$ cat config.mk
export PLATFORM = sky130hd
export DESIGN_NAME = warp_scheduler
export DESIGN_NICKNAME = d
export VERILOG_FILES = /design/src/rtl/warp_scheduler.sv
export SDC_FILE = /design/constraint.sdc
export NUM_CORES = 1
export LEC_CHECK = 0
export CAP_MARGIN = 25
export CELL_PAD_IN_SITES_DETAIL_PLACEMENT = 0
export CELL_PAD_IN_SITES_GLOBAL_PLACEMENT = 1
export CORE_UTILIZATION = 36
export DETAILED_ROUTE_END_ITERATION = 7
export MAX_ROUTING_LAYER = met4
export PLACE_DENSITY = 0.88
export SYNTH_ARGS = -nofsm -noshare
export SYNTH_HDL_FRONTEND = slang
export SYNTH_SLANG_ARGS = --single-unit
$ cat constraint.sdc
create_clock -name clk -period 2.1 [get_ports clk]
set_input_delay 0.42 -clock clk [delete_from_list [all_inputs] [get_ports clk]]
set_output_delay 0.42 -clock clk [all_outputs]
set_load 0.03 [all_outputs]
$ cat src/rtl/warp_scheduler.sv
// warp_scheduler: round-robin multi-warp core sequencer; per-warp PC and finished flags,
// instruction-granular interleave, lane masking from the launched thread count.
module warp_scheduler #(
   parameter  int THREADS_PER_WARP = 4,
   parameter  int NUM_WARPS        = 2,
   parameter  int PC_BITS          = 8,
   localparam int WARP_BITS        = (NUM_WARPS > 1) ? $clog2(NUM_WARPS) : 1,
   localparam int TC_BITS          = $clog2(NUM_WARPS * THREADS_PER_WARP) + 1
) (
   input  logic                                 clk,
   input  logic                                 reset,
   input  logic                                 start,
   input  logic [TC_BITS-1:0]                   thread_count,
   input  logic [2:0]                           fetcher_state,
   input  logic                                 decoded_mem_read_enable,
   input  logic                                 decoded_mem_write_enable,
   input  logic                                 decoded_ret,
   input  logic [2*THREADS_PER_WARP-1:0]        lsu_state,
   input  logic [PC_BITS*THREADS_PER_WARP-1:0]  next_pc,
   output logic [2:0]                           core_state,
   output logic [PC_BITS-1:0]                   current_pc,
   output logic [WARP_BITS-1:0]                 active_warp,
   output logic [THREADS_PER_WARP-1:0]          thread_mask,
   output logic                                 diverged,
   output logic                                 done
);
   typedef enum logic [2:0] {
      S_IDLE, S_FETCH, S_DECODE, S_REQUEST, S_WAIT, S_EXECUTE, S_UPDATE, S_DONE
   } state_t;

   state_t                          r_state;
   logic [PC_BITS-1:0]              r_pcs [NUM_WARPS];
   logic [NUM_WARPS-1:0]            r_fin;
   logic [TC_BITS-1:0]              r_tc;
   logic [PC_BITS-1:0]              r_pc;
   logic [WARP_BITS-1:0]            r_warp;
   logic [THREADS_PER_WARP-1:0]     r_mask;
   logic                            r_div;
   logic                            r_done;

   logic [NUM_WARPS-1:0]            w_start_fin;
   logic [WARP_BITS-1:0]            w_first;
   logic                            w_any_start;
   logic                            w_mem;
   logic                            w_busy;
   logic [PC_BITS-1:0]              w_lead_pc;
   logic                            w_div;
   logic [NUM_WARPS-1:0]            w_fin_upd;
   logic [PC_BITS-1:0]              w_pc_upd [NUM_WARPS];
   logic [WARP_BITS-1:0]            w_next_warp;
   logic                            w_any_next;

   // Global thread g = w*THREADS_PER_WARP + t is live iff g < tc.
   function automatic logic [THREADS_PER_WARP-1:0] lane_mask(input int w, input logic [TC_BITS-1:0] tc);
      logic [THREADS_PER_WARP-1:0] m;
      for (int t = 0; t < THREADS_PER_WARP; t++)
         m[t] = (w * THREADS_PER_WARP + t) < int'(tc);
      return m;
   endfunction

   assign core_state  = r_state;
   assign current_pc  = r_pc;
   assign active_warp = r_warp;
   assign thread_mask = r_mask;
   assign diverged    = r_div;
   assign done        = r_done;
   assign w_mem       = decoded_mem_read_enable | decoded_mem_write_enable;

   always_comb begin
      w_start_fin = '0;
      w_first     = '0;
      w_any_start = 1'b0;
      for (int w = NUM_WARPS - 1; w >= 0; w--) begin
         w_start_fin[w] = ~|lane_mask(w, thread_count);
         if (!w_start_fin[w]) begin
            w_first     = WARP_BITS'(w);
            w_any_start = 1'b1;
         end
      end
      w_lead_pc = '0;
      for (int t = THREADS_PER_WARP - 1; t >= 0; t--)
         if (r_mask[t]) w_lead_pc = next_pc[t*PC_BITS +: PC_BITS];
      w_busy = 1'b0;
      w_div  = 1'b0;
      for (int t = 0; t < THREADS_PER_WARP; t++) begin
         w_busy = w_busy | (r_mask[t] & (lsu_state[2*t +: 2] == 2'd1 || lsu_state[2*t +: 2] == 2'd2));
         w_div  = w_div  | (r_mask[t] & (next_pc[t*PC_BITS +: PC_BITS] != w_lead_pc));
      end
      w_fin_upd = r_fin;
      w_pc_upd  = r_pcs;
      if (decoded_ret) w_fin_upd[r_warp] = 1'b1;
      else             w_pc_upd[r_warp]  = w_lead_pc;
      // Descending scan so the smallest offset from the current warp wins; offset NUM_WARPS is the current warp.
      w_next_warp = '0;
      w_any_next  = 1'b0;
      for (int i = NUM_WARPS; i >= 1; i--)
         if (!w_fin_upd[(int'(r_warp) + i) % NUM_WARPS]) begin
            w_next_warp = WARP_BITS'((int'(r_warp) + i) % NUM_WARPS);
            w_any_next  = 1'b1;
         end
   end

   always_ff @(posedge clk) begin
      if (reset) begin
         r_state <= S_IDLE;
         r_pc    <= '0;
         r_warp  <= '0;
         r_mask  <= '0;
         r_div   <= 1'b0;
         r_done  <= 1'b0;
         r_fin   <= '0;
         r_tc    <= '0;
         for (int w = 0; w < NUM_WARPS; w++) r_pcs[w] <= '0;
      end else begin
         case (r_state)
            S_IDLE: if (start) begin
               r_tc  <= thread_count;
               r_fin <= w_start_fin;
               r_div <= 1'b0;
               if (w_any_start) begin
                  r_state <= S_FETCH;
                  r_warp  <= w_first;
                  r_mask  <= lane_mask(int'(w_first), thread_count);
                  r_pc    <= r_pcs[w_first];
               end else begin
                  r_state <= S_DONE;
                  r_done  <= 1'b1;
               end
            end
            S_FETCH:   if (fetcher_state == 3'b010) r_state <= S_DECODE;
            S_DECODE:  r_state <= S_REQUEST;
            S_REQUEST: r_state <= S_WAIT;
            S_WAIT:    if (!(w_mem && w_busy)) r_state <= S_EXECUTE;
            S_EXECUTE: r_state <= S_UPDATE;
            S_UPDATE: begin
               r_fin <= w_fin_upd;
               r_pcs <= w_pc_upd;
               if (w_div) r_div <= 1'b1;
               if (w_any_next) begin
                  r_state <= S_FETCH;
                  r_warp  <= w_next_warp;
                  r_mask  <= lane_mask(int'(w_next_warp), r_tc);
                  r_pc    <= w_pc_upd[w_next_warp];
               end else begin
                  r_state <= S_DONE;
                  r_done  <= 1'b1;
               end
            end
            default: r_done <= 1'b1;
         endcase
      end
   end
endmodule

==> results of run 1 <==
## layout make-up
class,instances,area [sq um],share of cell area [%]
Clock inverter,2,38.79,0.9048
Multi-Input combinational cell,283,1921,44.80
Inverter,7,30.03,0.7005
Timing Repair Buffer,145,1286,30.01
Sequential cell,40,804.5,18.77
Clock buffer,6,82.58,1.926
Tap cell,99,123.9,2.890
## power groups by stage
stage	Combinational [uW]	Clock (uW)	Sequential [uW]
floorplan	1590	0	1250
global placement	3000	0	1040
detailed placement	3050	0	1040
CTS	3110	687	1030
global route	3470	714	1060
finish	3200	672	1040
## Yosys cell counts, types with 2 or more instances
library cell and n:
mux2i_1 2, clkbuf_1 7, a22oi_1 2, xor2_1 4, buf_2 6, nor2_2 2
a21o_1 3, nand2_1 54, nor2_1 30, a21oi_1 33, nand4b_1 8, or3_1 8
o22ai_1 8, inv_1 7, nor4b_1 5, nand3_1 2, o21bai_1 2, a222oi_1 8
ha_1 3, a211oi_1 10, mux2_2 8, o21ai_0 27, buf_6 3, nor2b_1 4
nand2b_1 3, o21a_1 4, nor3_1 21, dfxtp_1 40, a221oi_4 8, nor4_1 2
a31oi_1 2, a311oi_1 3
## registers in the layout, indices dropped and copies added, names as in the netlist
name and cells:
active_warp 1, core_state 3, current_pc 8, diverged 1
done 1, r_fin 2, r_pcs 16, r_tc 4
thread_mask 4
## placed cells by master (no fill, tap or decap), types with 6 or more instances in the layout
master	n
o22ai_2	8
a211oi_1	10
inv_1	6
a221oi_4	8
nand2_1	54
or3_1	8
clkbuf_8	6
nand4b_1	8
nor2_1	29
mux2_2	8
nor3_1	21
a21oi_1	32
buf_4	74
o21ai_0	26
clkdlybuf4s50_1	69
dfxtp_1	39
a222oi_1	8
## routing by layer
metal  GRT usage (%)  routed length [um]  vias up  share of wire, %
met4           7.215                  99        0               1.1
li1                -                   -     1580                 -
met5               -                   0        -                 0
met2           36.71                4031      109                47
met3           2.401                 499        8               5.8
met1           29.33                4029     1468                47
## metrics by stage
stage	hold WS (ns)	setup WS, ns	power [uW]	TNS, ns	utilization (%)
5_1_grt	0.4800	-0.03240	5243	-0.03240	58.79
3_3_place_gp	0.4394	-0.2286	4033	-1.004	55.63
4_1_cts	0.4590	0.01316	4820	0	57.84
2_1_floorplan	0.4312	0.07440	2833	0	-
3_5_place_dp	0.4474	-0.2433	4084	-1.304	55.63
6_report	0.4573	0.07445	4908	0	58.79
## worst max path at each step
stage                     slack [ns]       endpoint           start
after CTS                       0.01  current_pc[4]  thread_mask[0]
final                           0.07       diverged  thread_mask[0]
after floorplan                 0.07       diverged  thread_mask[2]
after global routing           -0.03       diverged  thread_mask[0]
after global placement         -0.23       diverged     next_pc[19]
after detailed placement       -0.24       diverged  thread_mask[3]
## worst register-to-register path: stages, from the launching register on
cell and delay (ns):
dfxtp_4 0.37, or2_4 0.26, buf_12 0.16, a221oi_4 0.31, nor3_1 0.08, nand4b_1 0.24
o41ai_2 0.33, a41oi_1 0.14
## cells by family after synthesis
kind of cell,count (synthesis),share of synthesized area [%]
adders and majority gates,3,1.368
AOI/OAI and AO/OA,121,34.15
and+or+nand+nor,144,25.35
other,1,0.1367
DFF,40,29.18
buffers and inverters,24,4.515
muxes,10,4.013
xor gates and xnor gates,4,1.277
## timing repair
action / CTS / global route
hold endpoints to repair: 0 / 0
pin swaps: 0 / 6
endpoints found under the setup margin: 2 / 8
setup buffers: 0 / 0
resized for setup: 7 / 16
==> flow_summary_export.csv, run 1 <==
group,metric,value,unit
logic_synthesis,synth.area.top_cells,"dfxtp_1 (29%), a221oi_4 (7.7%), nand2_1 (7.4%), a21oi_1 (6.0%), o21ai_0 (4.9%)",
placement,postPlaceCellArea,4056,sq um
worst_setup_path,crit_fanout,8,
floorplanning,core_area,7292,sq um
global_routing,antenna_found_initial,0,
logic_synthesis,synth-seq-cells,40,
timing,report.final.slew_viol_count,0,
floorplanning,boundaryPins,71,
logic_synthesis,synth_area_leader_cell,"dfxtp_1",
cells_and_area,syn2layout_area_growth,56.22,%
worst_setup_path,end_kind,"flip-flop",
placement,place.gp.congestion,0.8947,
timing,max-slew-margin-rel,61.25,%
logic_synthesis,synth_edf_count,0,
clock_network,numCtsBuffers,5,
power_and_ir_drop,p_int,2783,uW
worst_setup_path,reg2reg_from,"thread_mask[0]",
logic_synthesis,seq_area_frac_synth,29.18,%
logic_synthesis,synthCells,347,
timing,skew,0.007347,ns
logic_synthesis,synth_top_area_share,29.18,%
worst_setup_path,cpLargestDelayFamily,"compound AO/OA/AOI/OAI gates",
power_and_ir_drop,pwr-share-comb,65.2,%
cells_and_area,num_antenna_cells,0,
logic_synthesis,synthesis.area,2744,sq um
drt,vias_per_cell,5.438,
placement,portBuffers,70,
global_routing,grt_usage,22.55,%
global_routing,grt_pass1_vias,2862,
timing,hold_viol,0,
drt,firstDrtPassIters,5,
floorplanning,fp.dieH,89.31,um
worst_setup_path,crit_buf_inv,1,
floorplanning,rows,31,
logic_synthesis,synth_nets,403,
cells_and_area,final_nets,538,
worst_setup_path,critPathMaxStageDelay,0.37,ns
power_and_ir_drop,p_per_area,1145,nW/um^2
run,maxCapViolCount,0,
global_routing,grt_start_max_net_pins,25,
floorplanning,dieArea,7975,sq um
floorplanning,die_w,89.31,um
worst_setup_path,worstSetupStartpointType,"flip-flop",
drt,route.detailed.drc,0,
worst_hold_path,hold_path_depth,2,
drt,wl_per_cell,14.88,um
outcome,outcome,"complete, no violations",
clock_network,htree_levels,2,
cells_and_area,final_cells,582,
timing,fmax,0.4937,GHz
worst_setup_path,required,2.26,ns
worst_setup_path,worstPathCellList,"or2_4, buf_12, a221oi_4, nor3_1, nand4b_1, o41ai_2, a41oi_1",
worst_hold_path,min_from,"r_tc[0]",
clock_network,clock_sinks,40,
clock_network,cts_buffer_depth,2,
timing,period_needed,2.026,ns
drt,drt_wl_total,8660,um
power_and_ir_drop,switchingPower,2125,uW
clock_network,cts_tree,"done",
power_and_ir_drop,p_leak,0.001596,uW
timing,min_period_over_period,96.45,%
clock_network,clock_latency,0.30,ns
placement,dp.cells,574,
cells_and_area,n_fill_cell,674,
cells_and_area,fin_area,4287,sq um
floorplanning,initial_core_util,37.63,%
logic_synthesis,yosys_warnings,0,
worst_setup_path,r2r_cells,7,
global_routing,grt_pass1_wl,13340,um
worst_setup_path,reg2reg_to,"diverged",
worst_setup_path,ff2ff_setup_slack,0.07,ns
timing,tightest_slew,0.5665,ns
global_routing,globalRouteOverflowTotal,0,
power_and_ir_drop,power.share.switching,43.30,%
timing,setup_viol,0,
worst_setup_path,slowest_stage,"dfxtp_4",
worst_hold_path,hold_path_end,"r_tc[0]",
clock_network,cts_root_buf,"clkbuf_8",
worst_setup_path,worstPathArrival,2.19,ns
worst_setup_path,worst-setup-path-type,"flip-flop to flip-flop",
timing,rsz0062_at_grt,"true",
logic_synthesis,synthDistinctLibCells,50,
cells_and_area,drive_gt1_share,25.88,%
power_and_ir_drop,seqPwrFrac,21.1,%
drt,vias,3165,
clock_network,postCtsHoldBufs,0,
drt,drtIter0Drc,170,
placement,hpwl,6515,um
logic_synthesis,avgSynthCellArea,7.907,sq um
power_and_ir_drop,ir_worst_vdd,0.4687,mV
power_and_ir_drop,pwr-share-clk,13.7,%
logic_synthesis,ys.flop_type,"dfxtp_1",
worst_setup_path,crit_cells,7,
drt,drtAntennaViolNets,0,
logic_synthesis,postSynth.asyncResetShare,0,%
clock_network,path_clk_slew,0.08,ns
worst_hold_path,worstHoldPathType,"flip-flop to flip-flop",
(Power assumes the default switching activity.)
==> run 2: changes to the inputs <==
CAP_MARGIN = not set   (was 25)
CORE_UTILIZATION = 38   (was 36)
PLACE_DENSITY = 0.92   (was 0.88)
clock period = 2.4 ns   (was 2.1 ns; I/O delays follow)
==> run 2 against run 1 <==
  * Critical path depth is the same
  * Core utilization decreased by 2.5 points
  * Global-route usage down 1.0 points
  * Die area decreased by 5.1%
  * Wire length down 7.7%
  * Largest cell class unchanged
==> flow_summary_export.csv, run 2 (same netlist as run 1, synthesis figures left out) <==
group,metric,value,unit
timing,setup_tns,0,ns
clock_network,postCtsHoldBufs,0,
clock_network,cts_root_buf,"clkbuf_8",
worst_setup_path,worstPathArrival,2.40,ns
drt,wl_per_cell,15.05,um
run,maxCapViolCount,0,
global_routing,grt_pass1_wl,12540,um
worst_setup_path,end_kind,"flip-flop",
cells_and_area,multiInputGateArea,1866,sq um
worst_setup_path,worstPathCellList,"nor2b_1, buf_4, a221oi_4, nor3_1, nand4b_1, o41ai_1, a41oi_1",
floorplanning,initial_core_util,39.95,%
clock_network,cts_tree,"done",
placement,place.gp.congestion,0.8320,
clock_network,clock_latency,0.29,ns
clock_network,clock_sinks,40,
cells_and_area,final_nets,490,
worst_hold_path,worstHoldPathType,"flip-flop to flip-flop",
floorplanning,dieArea,7565,sq um
cells_and_area,final_cell_mix,"clkdlybuf4s50_1 (70), nand2_1 (54), dfxtp_1 (40)",
cells_and_area,register_area,800.8,sq um
worst_setup_path,critPathMaxStageDelay,0.51,ns
cells_and_area,n_fill_cell,639,
cells_and_area,final_common_cell,"clkdlybuf4s50_1",
cells_and_area,final_util,56.30,%
clock_network,cts_buffer_depth,2,
worst_setup_path,crit_buf_inv,1,
timing,max-slew-margin-rel,60.92,%
placement,portBuffers,70,
cells_and_area,drive_gt1_share,14.71,%
global_routing,antenna_found_initial,0,
power_and_ir_drop,ir_worst_vdd,0.4463,mV
clock_network,htree_levels,2,
timing,fmax,0.4477,GHz
worst_setup_path,slowest_stage,"dfxtp_1",
global_routing,grt_start_max_net_pins,32,
global_routing,grt_usage,21.53,%
timing,setup_viol,0,
worst_setup_path,worstSetupStartpointType,"flip-flop",
global_routing,grt_pass1_vias,2641,
timing,skew,0.008254,ns
drt,drtAntennaViolNets,0,
placement,hpwl,5848,um
outcome,outcome,"complete, no violations",
timing,hold_viol,0,
cells_and_area,syn2layout_area_growth,40.95,%
timing,tightest_slew,0.5714,ns
drt,route.detailed.drc,0,
drt,vias,2918,
global_routing,globalRouteOverflowTotal,0,
timing,report.final.slew_viol_count,0,
clock_network,path_clk_slew,0.08,ns
floorplanning,boundaryPins,71,
worst_setup_path,worst-setup-path-type,"flip-flop to flip-flop",
worst_setup_path,cpLargestDelayFamily,"compound AO/OA/AOI/OAI gates",
drt,vias_per_cell,5.495,
drt,firstDrtPassIters,7,
drt,drtIter0Drc,149,
power_and_ir_drop,p_per_area,1014,nW/um^2
cells_and_area,top_register,"r_pcs",
clock_network,numCtsBuffers,5,
cells_and_area,num_antenna_cells,0,
timing,period_needed,2.234,ns
drt,drt_wl_total,7991,um
power_and_ir_drop,p_leak,0.001347,uW
timing,min_period_over_period,93.08,%
floorplanning,die_w,86.98,um
floorplanning,fp.dieH,86.98,um
worst_setup_path,crit_fanout,8,
worst_setup_path,required,2.56,ns
floorplanning,rows,30,
cells_and_area,largest_reg_flops,16,
floorplanning,core_area,6869,sq um
run 2: changes by cell type in the layout (fill, tap and decap cells not counted), sizes merged:
cell and change:
buf -49, clkbuf +1, clkdlybuf4s50 +1, clkinv -1, clkinvlp -1, inv +1
run 2: tightest hold or removal path, cell delays in order, from the launching register on:
cell and delay [ns]:
dfxtp_1 0.31, nand2_1 0.05, a21oi_1 0.05
run 2: final cells by class:
| cell class | count | share of cell area (%) |
|---|---|---|
| timing repair buffer | 97 | 24.01 |
| clock buffer | 7 | 2.491 |
| tap | 96 | 3.106 |
| sequential | 40 | 20.71 |
| inverter | 7 | 0.6794 |
| multi-input combinational | 283 | 48.24 |
| clock inverter | 1 | 0.7764 |
run 2: layer usage:
metal,share of wire (%),track usage [%],up-vias
li1,-,-,1484
met1,48,29.19,1348
met2,46,33.72,75
met3,4.7,2.370,11
met4,1.5,6.364,0
met5,0,-,-
run 2: path summary, 6_finish.rpt:
kind | startpoint | to | slack, ns | cells past startpoint
setup / recovery | thread_mask[2] | diverged | 0.17 | 7
hold / removal | r_pcs[0] | r_pcs[0] | 0.46 | 2
setup reg to reg | thread_mask[2] | diverged | 0.17 | 7
hold reg to reg | r_pcs[0] | r_pcs[0] | 0.46 | 2
run 2: repair_timing:
| action | in CTS | in global routing |
|---|---|---|
| setup endpoints to repair | 0 | 1 |
| gates resized for setup | 0 | 8 |
| buffers inserted | 0 | 0 |
run 2: power breakdown:
group / internal [uW] / total (uW) / switching, uW / leakage, uW
clock network: 367 / 603 / 236 / 0.0000645
registers: 793 / 934 / 141 / 0.000326
logic: 1030 / 2380 / 1350 / 0.000957
total: 2190 / 3920 / 1730 / 0.00135
run 2: through the flow:
step	std cells	power (uW)	setup WS, ns	cell area (sq um)	hold WS [ns]
floorplan	347	2479	0.3744	2744	0.4312
global placement	523	3233	0.01631	3695	0.4390
detailed placement	523	3274	-0.04658	3695	0.4478
CTS	531	3886	0.1495	3821	0.4575
global route	531	4212	-0.009264	3867	0.4752
finish	531	3920	0.1662	3867	0.4584
